**config.mk**
```make
export PLATFORM = sky130hd
export DESIGN_NAME = xbar_bank_pop_sched
export DESIGN_NICKNAME = d
export VERILOG_FILES = /design/src/rtl/mpc_types.sv /design/src/rtl/xbar_bank_rr_arb.sv /design/src/rtl/xbar_bank_pop_sched.sv
export SDC_FILE = /design/constraint.sdc
export NUM_CORES = 1
export LEC_CHECK = 0
export CORE_MARGIN = 2
export CORE_UTILIZATION = 55
export CTS_BUF_LIST = sky130_fd_sc_hd__clkbuf_8
export DETAILED_ROUTE_END_ITERATION = 16
export PLACE_DENSITY_LB_ADDON = 0.08
export SLEW_MARGIN = 20
export SYNTH_ARGS = -nofsm -noshare
export SYNTH_HDL_FRONTEND = slang
export SYNTH_HIERARCHICAL = 1
export SYNTH_SLANG_ARGS = --single-unit
```
**constraint.sdc**
```tcl
create_clock -name clk -period 3.12 [get_ports clk]
set_input_delay 0.78 -clock clk [delete_from_list [all_inputs] [get_ports clk]]
set_output_delay 0.78 -clock clk [all_outputs]
set_load 0.005 [all_outputs]
```
**src/rtl/mpc_types.sv**
```systemverilog
// Shared types and default sizes for the xbar bank pop scheduler.
// Latency: n/a (types only).
// Backpressure: n/a.
package mpc_types;

  localparam int XBAR_NUM_CH   = 3;
  localparam int XBAR_NUM_BANK = 4;
  localparam int XBAR_PTR_W    = 3;

  // Channel index carried on the grant bus is fixed at 2 bits (up to 4 channels).
  typedef logic [1:0]            xbar_ch_idx_t;
  typedef logic [XBAR_PTR_W-1:0] xbar_ptr_t;

endpackage

```
**src/rtl/xbar_bank_rr_arb.sv**
```systemverilog
// Per-bank round-robin arbiter: picks one eligible channel and holds the grant until the bank accepts it.
// Latency: eligibility at cycle N -> registered grant at N+1; next grant follows a handshake with no bubble.
// Backpressure: while gnt_vld_o & ~bank_ready_i the grant (valid/ch/ptr) is frozen and never withdrawn.
//
// Ports:
//   clk, rst          clock, asynchronous active-high reset
//   elig_i            per-channel eligibility for this bank (already excludes done and the current handshake)
//   ch_r_ptr_i        all channel read pointers, flattened; the granted one is sampled at grant time
//   bank_ready_i      bank accepts the presented grant
//   gnt_vld_o/ch_o/ptr_o  registered grant
//   timeout_o         sticky stall timeout (only with XBAR_POP_SCHED_TIMEOUT_EN, else tied 0)
module xbar_bank_rr_arb
  import mpc_types::*;
#(
  parameter int NUM_CH = XBAR_NUM_CH,
  parameter int PTR_W  = XBAR_PTR_W,
  parameter int TO_CYC = 64
) (
  input  logic                    clk,
  input  logic                    rst,
  input  logic [NUM_CH-1:0]       elig_i,
  input  logic [NUM_CH*PTR_W-1:0] ch_r_ptr_i,
  input  logic                    bank_ready_i,
  output logic                    gnt_vld_o,
  output logic [1:0]              gnt_ch_o,
  output logic [PTR_W-1:0]        gnt_ptr_o,
  output logic                    timeout_o
);

  if (TO_CYC < 1) begin : g_to_chk
    $error("xbar_bank_rr_arb: TO_CYC must be at least 1");
  end

  logic             gnt_vld_q, gnt_vld_d;
  xbar_ch_idx_t     gnt_ch_q, gnt_ch_d;
  logic [PTR_W-1:0] gnt_ptr_q, gnt_ptr_d;
  xbar_ch_idx_t     last_q, last_d;
  logic             hs, hold;
  logic             pick_vld;
  xbar_ch_idx_t     pick_ch;

  assign hs   = gnt_vld_q & bank_ready_i;
  assign hold = gnt_vld_q & ~bank_ready_i;
  // The pick for the next cycle already starts after the channel being accepted now.
  assign last_d = hs ? gnt_ch_q : last_q;

  always_comb begin
    pick_vld = 1'b0;
    pick_ch  = '0;
    for (int k = 1; k <= NUM_CH; k++) begin
      if (!pick_vld && elig_i[(int'(last_d) + k) % NUM_CH]) begin
        pick_vld = 1'b1;
        pick_ch  = xbar_ch_idx_t'((int'(last_d) + k) % NUM_CH);
      end
    end
  end

  always_comb begin
    gnt_vld_d = gnt_vld_q;
    gnt_ch_d  = gnt_ch_q;
    gnt_ptr_d = gnt_ptr_q;
    if (!hold) begin
      gnt_vld_d = pick_vld;
      gnt_ch_d  = pick_ch;
      gnt_ptr_d = pick_vld ? ch_r_ptr_i[int'(pick_ch)*PTR_W +: PTR_W] : '0;
    end
  end

  always_ff @(posedge clk or posedge rst) begin
    if (rst) begin
      gnt_vld_q <= 1'b0;
      gnt_ch_q  <= '0;
      gnt_ptr_q <= '0;
      last_q    <= xbar_ch_idx_t'(NUM_CH - 1);
    end else begin
      gnt_vld_q <= gnt_vld_d;
      gnt_ch_q  <= gnt_ch_d;
      gnt_ptr_q <= gnt_ptr_d;
      last_q    <= last_d;
    end
  end

  assign gnt_vld_o = gnt_vld_q;
  assign gnt_ch_o  = gnt_ch_q;
  assign gnt_ptr_o = gnt_ptr_q;

`ifdef XBAR_POP_SCHED_TIMEOUT_EN
  localparam int CNT_W = $clog2(TO_CYC + 1);

  logic [CNT_W-1:0] cnt_q, cnt_d;
  logic             tmo_q, tmo_d;

  always_comb begin
    cnt_d = '0;
    if (hold) begin
      cnt_d = (cnt_q == CNT_W'(TO_CYC)) ? cnt_q : cnt_q + CNT_W'(1);
    end
    tmo_d = tmo_q | (cnt_q == CNT_W'(TO_CYC));
  end

  always_ff @(posedge clk or posedge rst) begin
    if (rst) begin
      cnt_q <= '0;
      tmo_q <= 1'b0;
    end else begin
      cnt_q <= cnt_d;
      tmo_q <= tmo_d;
    end
  end

  assign timeout_o = tmo_q;
`else
  assign timeout_o = 1'b0;
`endif

endmodule

```
**src/rtl/xbar_bank_pop_sched.sv**
```systemverilog
// Per-bank pop scheduler: NUM_CH channels each pop their current entry once from every one of NUM_BANK banks.
// Latency: request at N -> grant at N+1 -> popped flag at N+1 after the handshake cycle.
// Backpressure: bank_ready low freezes that bank's grant; other banks arbitrate independently.
//
// Ports: clk/rst (async active-high); ch_pop_req[c*NUM_BANK+b]; ch_r_ptr[c]; bank_ready[b];
//   bank_gnt_valid/ch/ptr per bank; ch_bank_last_entry_already_pop (popped flags, same layout as ch_pop_req);
//   bank_timeout per bank.
// Optional feature: define XBAR_POP_SCHED_TIMEOUT_EN to enable the per-bank stall timeout.
module xbar_bank_pop_sched
  import mpc_types::*;
#(
  parameter int NUM_CH   = XBAR_NUM_CH,
  parameter int NUM_BANK = XBAR_NUM_BANK,
  parameter int PTR_W    = XBAR_PTR_W,
  parameter int TO_CYC   = 64
) (
  input  logic                       clk,
  input  logic                       rst,
  input  logic [NUM_CH*NUM_BANK-1:0] ch_pop_req,
  input  logic [NUM_CH*PTR_W-1:0]    ch_r_ptr,
  input  logic [NUM_BANK-1:0]        bank_ready,
  output logic [NUM_BANK-1:0]        bank_gnt_valid,
  output logic [NUM_BANK*2-1:0]      bank_gnt_ch,
  output logic [NUM_BANK*PTR_W-1:0]  bank_gnt_ptr,
  output logic [NUM_CH*NUM_BANK-1:0] ch_bank_last_entry_already_pop,
  output logic [NUM_BANK-1:0]        bank_timeout
);

  if (NUM_CH > 4) begin : g_nch_chk
    $error("xbar_bank_pop_sched: NUM_CH must be <= 4 (2-bit grant channel)");
  end

  logic [NUM_CH*NUM_BANK-1:0] done_q, done_d;
  logic [NUM_CH*PTR_W-1:0]    prev_ptr_q;
  logic [NUM_BANK-1:0]        hs;
  logic [NUM_CH-1:0]          elig [NUM_BANK];

  assign hs = bank_gnt_valid & bank_ready;

  // A channel being accepted this cycle is masked so the bank can move straight on to the next one.
  always_comb begin
    for (int b = 0; b < NUM_BANK; b++) begin
      elig[b] = '0;
      for (int c = 0; c < NUM_CH; c++) begin
        elig[b][c] = ch_pop_req[c*NUM_BANK+b] & ~done_q[c*NUM_BANK+b]
                     & ~(hs[b] && (int'(bank_gnt_ch[b*2 +: 2]) == c));
      end
    end
  end

  // Pointer change clears the whole row and wins over a same-cycle set.
  always_comb begin
    done_d = done_q;
    for (int b = 0; b < NUM_BANK; b++) begin
      for (int c = 0; c < NUM_CH; c++) begin
        if (hs[b] && (int'(bank_gnt_ch[b*2 +: 2]) == c)) begin
          done_d[c*NUM_BANK+b] = 1'b1;
        end
      end
    end
    for (int c = 0; c < NUM_CH; c++) begin
      if (ch_r_ptr[c*PTR_W +: PTR_W] != prev_ptr_q[c*PTR_W +: PTR_W]) begin
        done_d[c*NUM_BANK +: NUM_BANK] = '0;
      end
    end
  end

  always_ff @(posedge clk or posedge rst) begin
    if (rst) begin
      done_q     <= '0;
      prev_ptr_q <= '0;
    end else begin
      done_q     <= done_d;
      prev_ptr_q <= ch_r_ptr;
    end
  end

  assign ch_bank_last_entry_already_pop = done_q;

  for (genvar b = 0; b < NUM_BANK; b++) begin : g_bank
    xbar_bank_rr_arb #(
      .NUM_CH (NUM_CH),
      .PTR_W  (PTR_W),
      .TO_CYC (TO_CYC)
    ) u_arb (
      .clk          (clk),
      .rst          (rst),
      .elig_i       (elig[b]),
      .ch_r_ptr_i   (ch_r_ptr),
      .bank_ready_i (bank_ready[b]),
      .gnt_vld_o    (bank_gnt_valid[b]),
      .gnt_ch_o     (bank_gnt_ch[b*2 +: 2]),
      .gnt_ptr_o    (bank_gnt_ptr[b*PTR_W +: PTR_W]),
      .timeout_o    (bank_timeout[b])
    );
  end

endmodule

```
==> metrics.md <==
| Metric | Value |
|---|---|
| Status | `complete, no violations` |
| Routability cong. | `0.977` |
| Peak supply drop | `roughly 0.7 mV` |
| Clock Skew | `roughly 0.0077 ns` |
| Final setup TNS | `0 ns` |
| Drc violations | `0` |
| Die ar. | `approximately 7600 um^2` |
| Worst EP arrival | `3.17 ns` |
| IO Port Bufs | `62` |
| Post-synthesis register bit count | `53` |
| Cts hold-fix bufs | `0` |
| Num CTS Buffers | `5` |
| CP startpoint kind | `primary input` |
| Reg2Reg Setup Slack | `0.37 ns` |
| Drt first pass iters | `8` |
| Minimum clock period | `between 3 and 4 ns` |
| Fillcell total | `480` |
| Crit Reg-Reg Startpoint | `g_bank[0].u_arb/gnt_vld_o` |
| RSZ-0062 raised after global routing | `false` |
| Synth Cell Area | `roughly 3800 um^2` |
| Wire length per cell | `between 15 and 20 um` |
| Worst slew pin tran | `roughly 0.8 ns` |
| Remaining antenna violation count | `0` |
| WS Path Type | `in -> reg` |
| GRT Total Usage | `between 20 and 30%` |
| WHS | `0.519 ns` |
| Clk sinks | `53` |
| Design Power | `5.17 mW` |
| Grt total ovfl | `0` |
| Final Max Tran Viols | `0` |
| Row Count | `30` |
| Antenna violations before repair | `0` |
| Setup crit end kind | `flip-flop` |
| Htree depth | `2` |
| Chip height | `87.3 um` |
| Max Root-Sink Buffers | `2` |
| CTS tree | `done` |
| Hold Path Cell Cnt | `2` |
| Final worst path period share | `96.2%` |
| # placed instances | `592` |
| DR vias | `~3600` |
| Clk slew on worst S/H paths | `0.09 ns` |
| Initial Utilization | `56.5%` |
| Pwr Density | `980 nW/um^2` |
| Post-synthesis area per instance | `between 9 and 10 um^2` |
| HPWL after DPL | `7.85 mm` |
| R2R depth | `10` |
| First-pass GRT wire length | `17.2 mm` |
| Syn Nets | `438` |
| DRT Wirelength | `about 11 mm` |
| Max-cap viol count | `0` |
| Largest net degree at the start of global routing | `22` |
| Worst-Skew Late Latency | `0.30 ns` |
| F_max | `333 MHz` |
| # diodes | `0` |
| Leakage Power | `2.36 nW` |
| Crit-path max FO | `4` |
| Ys Warns | `6` |
| Clock Tree Root | `clkbuf_8` |
| Iter 0 DRT Violations | `254` |
| Max_slew headroom | `48.0%` |
| Ports | `67` |
| Synth unique cells | `41` |
| Final Hold Fails | `0` |
| DR vias/cell | `6.01` |
| Hold worst-path end | `g_bank[0].u_arb/gnt_ptr_o[0]` |
| Layout cell share with drive strength beyond 1 | `between 20% and 30%` |
| Core Box Area | `between 6000 and 7000 um^2` |
| Reg2reg end | `g_bank[0].u_arb/gnt_ptr_o[2]` |
| Sequential-to-total area share from yosys stat | `34.9%` |
| Final setup vio count | `0` |
| Min-Delay Path Class | `reg -> reg` |
| Die Width | `87.3 um` |
| Hold_sp | `g_bank[0].u_arb/gnt_ptr_o[0]` |
| Layout Cells excl Fill | `607` |
| Mapped Cells | `approximately 400` |
| CP required | `around 3.3 ns` |
| Vias in the first global route | `3685` |
| Layout net count | `563` |
| Synthesis-to-finish area growth | `38.2%` |
## critical path: stages
cell and delay, ns:
dlygate4sd2_1 0.22, and2_4 0.15, buf_6 0.12, mux2i_4 0.26, ha_4 0.23, nand2b_4 0.13, mux2_4 0.26, a222oi_1 0.35
buf_4 0.22, mux2i_2 0.26, o221ai_1 0.17
## power breakdown
part	internal [mW]	switching, mW	leakage [nW]
sequential	0.893	0.224	0.654
combinational	2.06	1.63	1.66
clock	0.148	0.212	0.0399
## cells in the mapped netlist (all sizes together)
library cell / instances / area (um^2)
dfrtp: 49 / 1230
nand2: 44 / 165
inv: 33 / 124
mux2i: 32 / 320
nand2b: 28 / 175
and3: 16 / 104
nor2b: 16 / 100
a2111oi: 12 / 135
buf: 12 / 120
mux2: 12 / 150
nand4b: 12 / 105
o21ai: 12 / 60.1
o221ai: 12 / 105
xor2: 9 / 78.8
and2: 8 / 60.1
clkbuf: 8 / 30.0
ha: 8 / 100
nor2: 8 / 30.0
o211ai: 8 / 60.1
a21boi: 4 / 30.0
a21o: 4 / 30.0
a21oi: 4 / 20.0
a221o: 4 / 40.0
a222oi: 4 / 40.0
a31oi: 4 / 25.0
and2b: 4 / 30.0
conb: 4 / 15.0
dfstp: 4 / 105
nand3: 4 / 20.0
nand4bb: 4 / 45.0
o21a: 4 / 30.0
o32ai: 4 / 35.0
o41ai: 4 / 35.0
or3: 4 / 25.0
or4b: 4 / 40.0
## worst max-delay path by stage
stage                              from                      endpoint  slack [ns]  depth (start not counted)
after detailed placement  bank_ready[2]  g_bank[2].u_arb/gnt_ptr_o[0]       -0.51                         11
after CTS                 bank_ready[0]  g_bank[0].u_arb/gnt_ptr_o[2]      0.0005                         10
after global routing      bank_ready[2]  g_bank[2].u_arb/gnt_ptr_o[2]        0.05                         11
after global placement    bank_ready[1]  g_bank[1].u_arb/gnt_ptr_o[1]       -0.51                         11
after floorplan           bank_ready[1]  g_bank[1].u_arb/gnt_ptr_o[0]       0.005                          9
final                     bank_ready[2]  g_bank[2].u_arb/gnt_ptr_o[2]        0.12                         11
## kinds of logic (layout without fill, tap and decap cells)
family | Yosys count | in the layout | share of synthesized area [%]
mux | 44 | 44 | 12.3
fa+ha+maj | 8 | 8 | 2.62
buf+inv | 53 | 177 | 7.18
flops | 53 | 53 | 34.9
xor+xnor | 9 | 9 | 2.07
simple gates | 152 | 152 | 23.6
compound gates | 80 | 80 | 16.9
other cells | 4 | 4 | 0.393
## layout make-up
cell class,count,area (um^2),share of cell area [%]
multi-input combinational,297,2440,46.2
sequential,53,1330,25.2
timing repair buffer,138,1210,22.9
inverter,33,124,2.35
tap,80,100,1.90
clock buffer,5,68.8,1.31
clock inverter,1,5.00,0.0949
## stage by stage
stage	setup WS [ns]	utilization, %	cell area [um^2]
3_3_place_gp	-0.512	72.4	4890
4_1_cts	0.000501	77.5	5230
5_1_grt	0.0511	78.0	5270
2_1_floorplan	0.00538	-	3820
6_report	0.119	78.0	5270
3_5_place_dp	-0.511	72.4	4890
## placed cells by master, fill, tap and decap left out, types with 9 or more instances in the layout
cell / n
nand4b_1: 12
nor2b_1: 14
dfrtp_1: 49
buf_4: 71
a2111oi_1: 9
nand2b_1: 25
clkdlybuf4s50_1: 58
nand2_1: 44
xor2_1: 9
o221ai_1: 12
inv_1: 33
and3_1: 13
mux2i_1: 21
## timing repair
item	4_1_cts	5_1_grt
gates resized for setup	38	8
gates cloned	0	0
pin swaps	15	6
setup buffers	7	2
setup endpoints to repair	15	8
## state kept, by name (all words and copies together), names as in the netlist
register,flops
g_bank.u_arb/gnt_ch_o,8
g_bank.u_arb/last_q,8
prev_ptr_q,9
ch_bank_last_entry_already_pop,12
g_bank.u_arb/gnt_ptr_o,12
g_bank.u_arb/gnt_vld_o,4
## per-layer routing
metal / part of all wire, % / global-route usage, % / up-vias / wire length, um
li1: - / - / 1714 / -
met3: 5.1 / 5.31 / 21 / 540
met2: 50 / 49.4 / 134 / 5320
met1: 42 / 36.1 / 1779 / 4480
met4: 2.0 / 8.81 / 0 / 209
met5: 0 / 0 / - / 0
No activity file was read; power rests on OpenSTA's default activity.
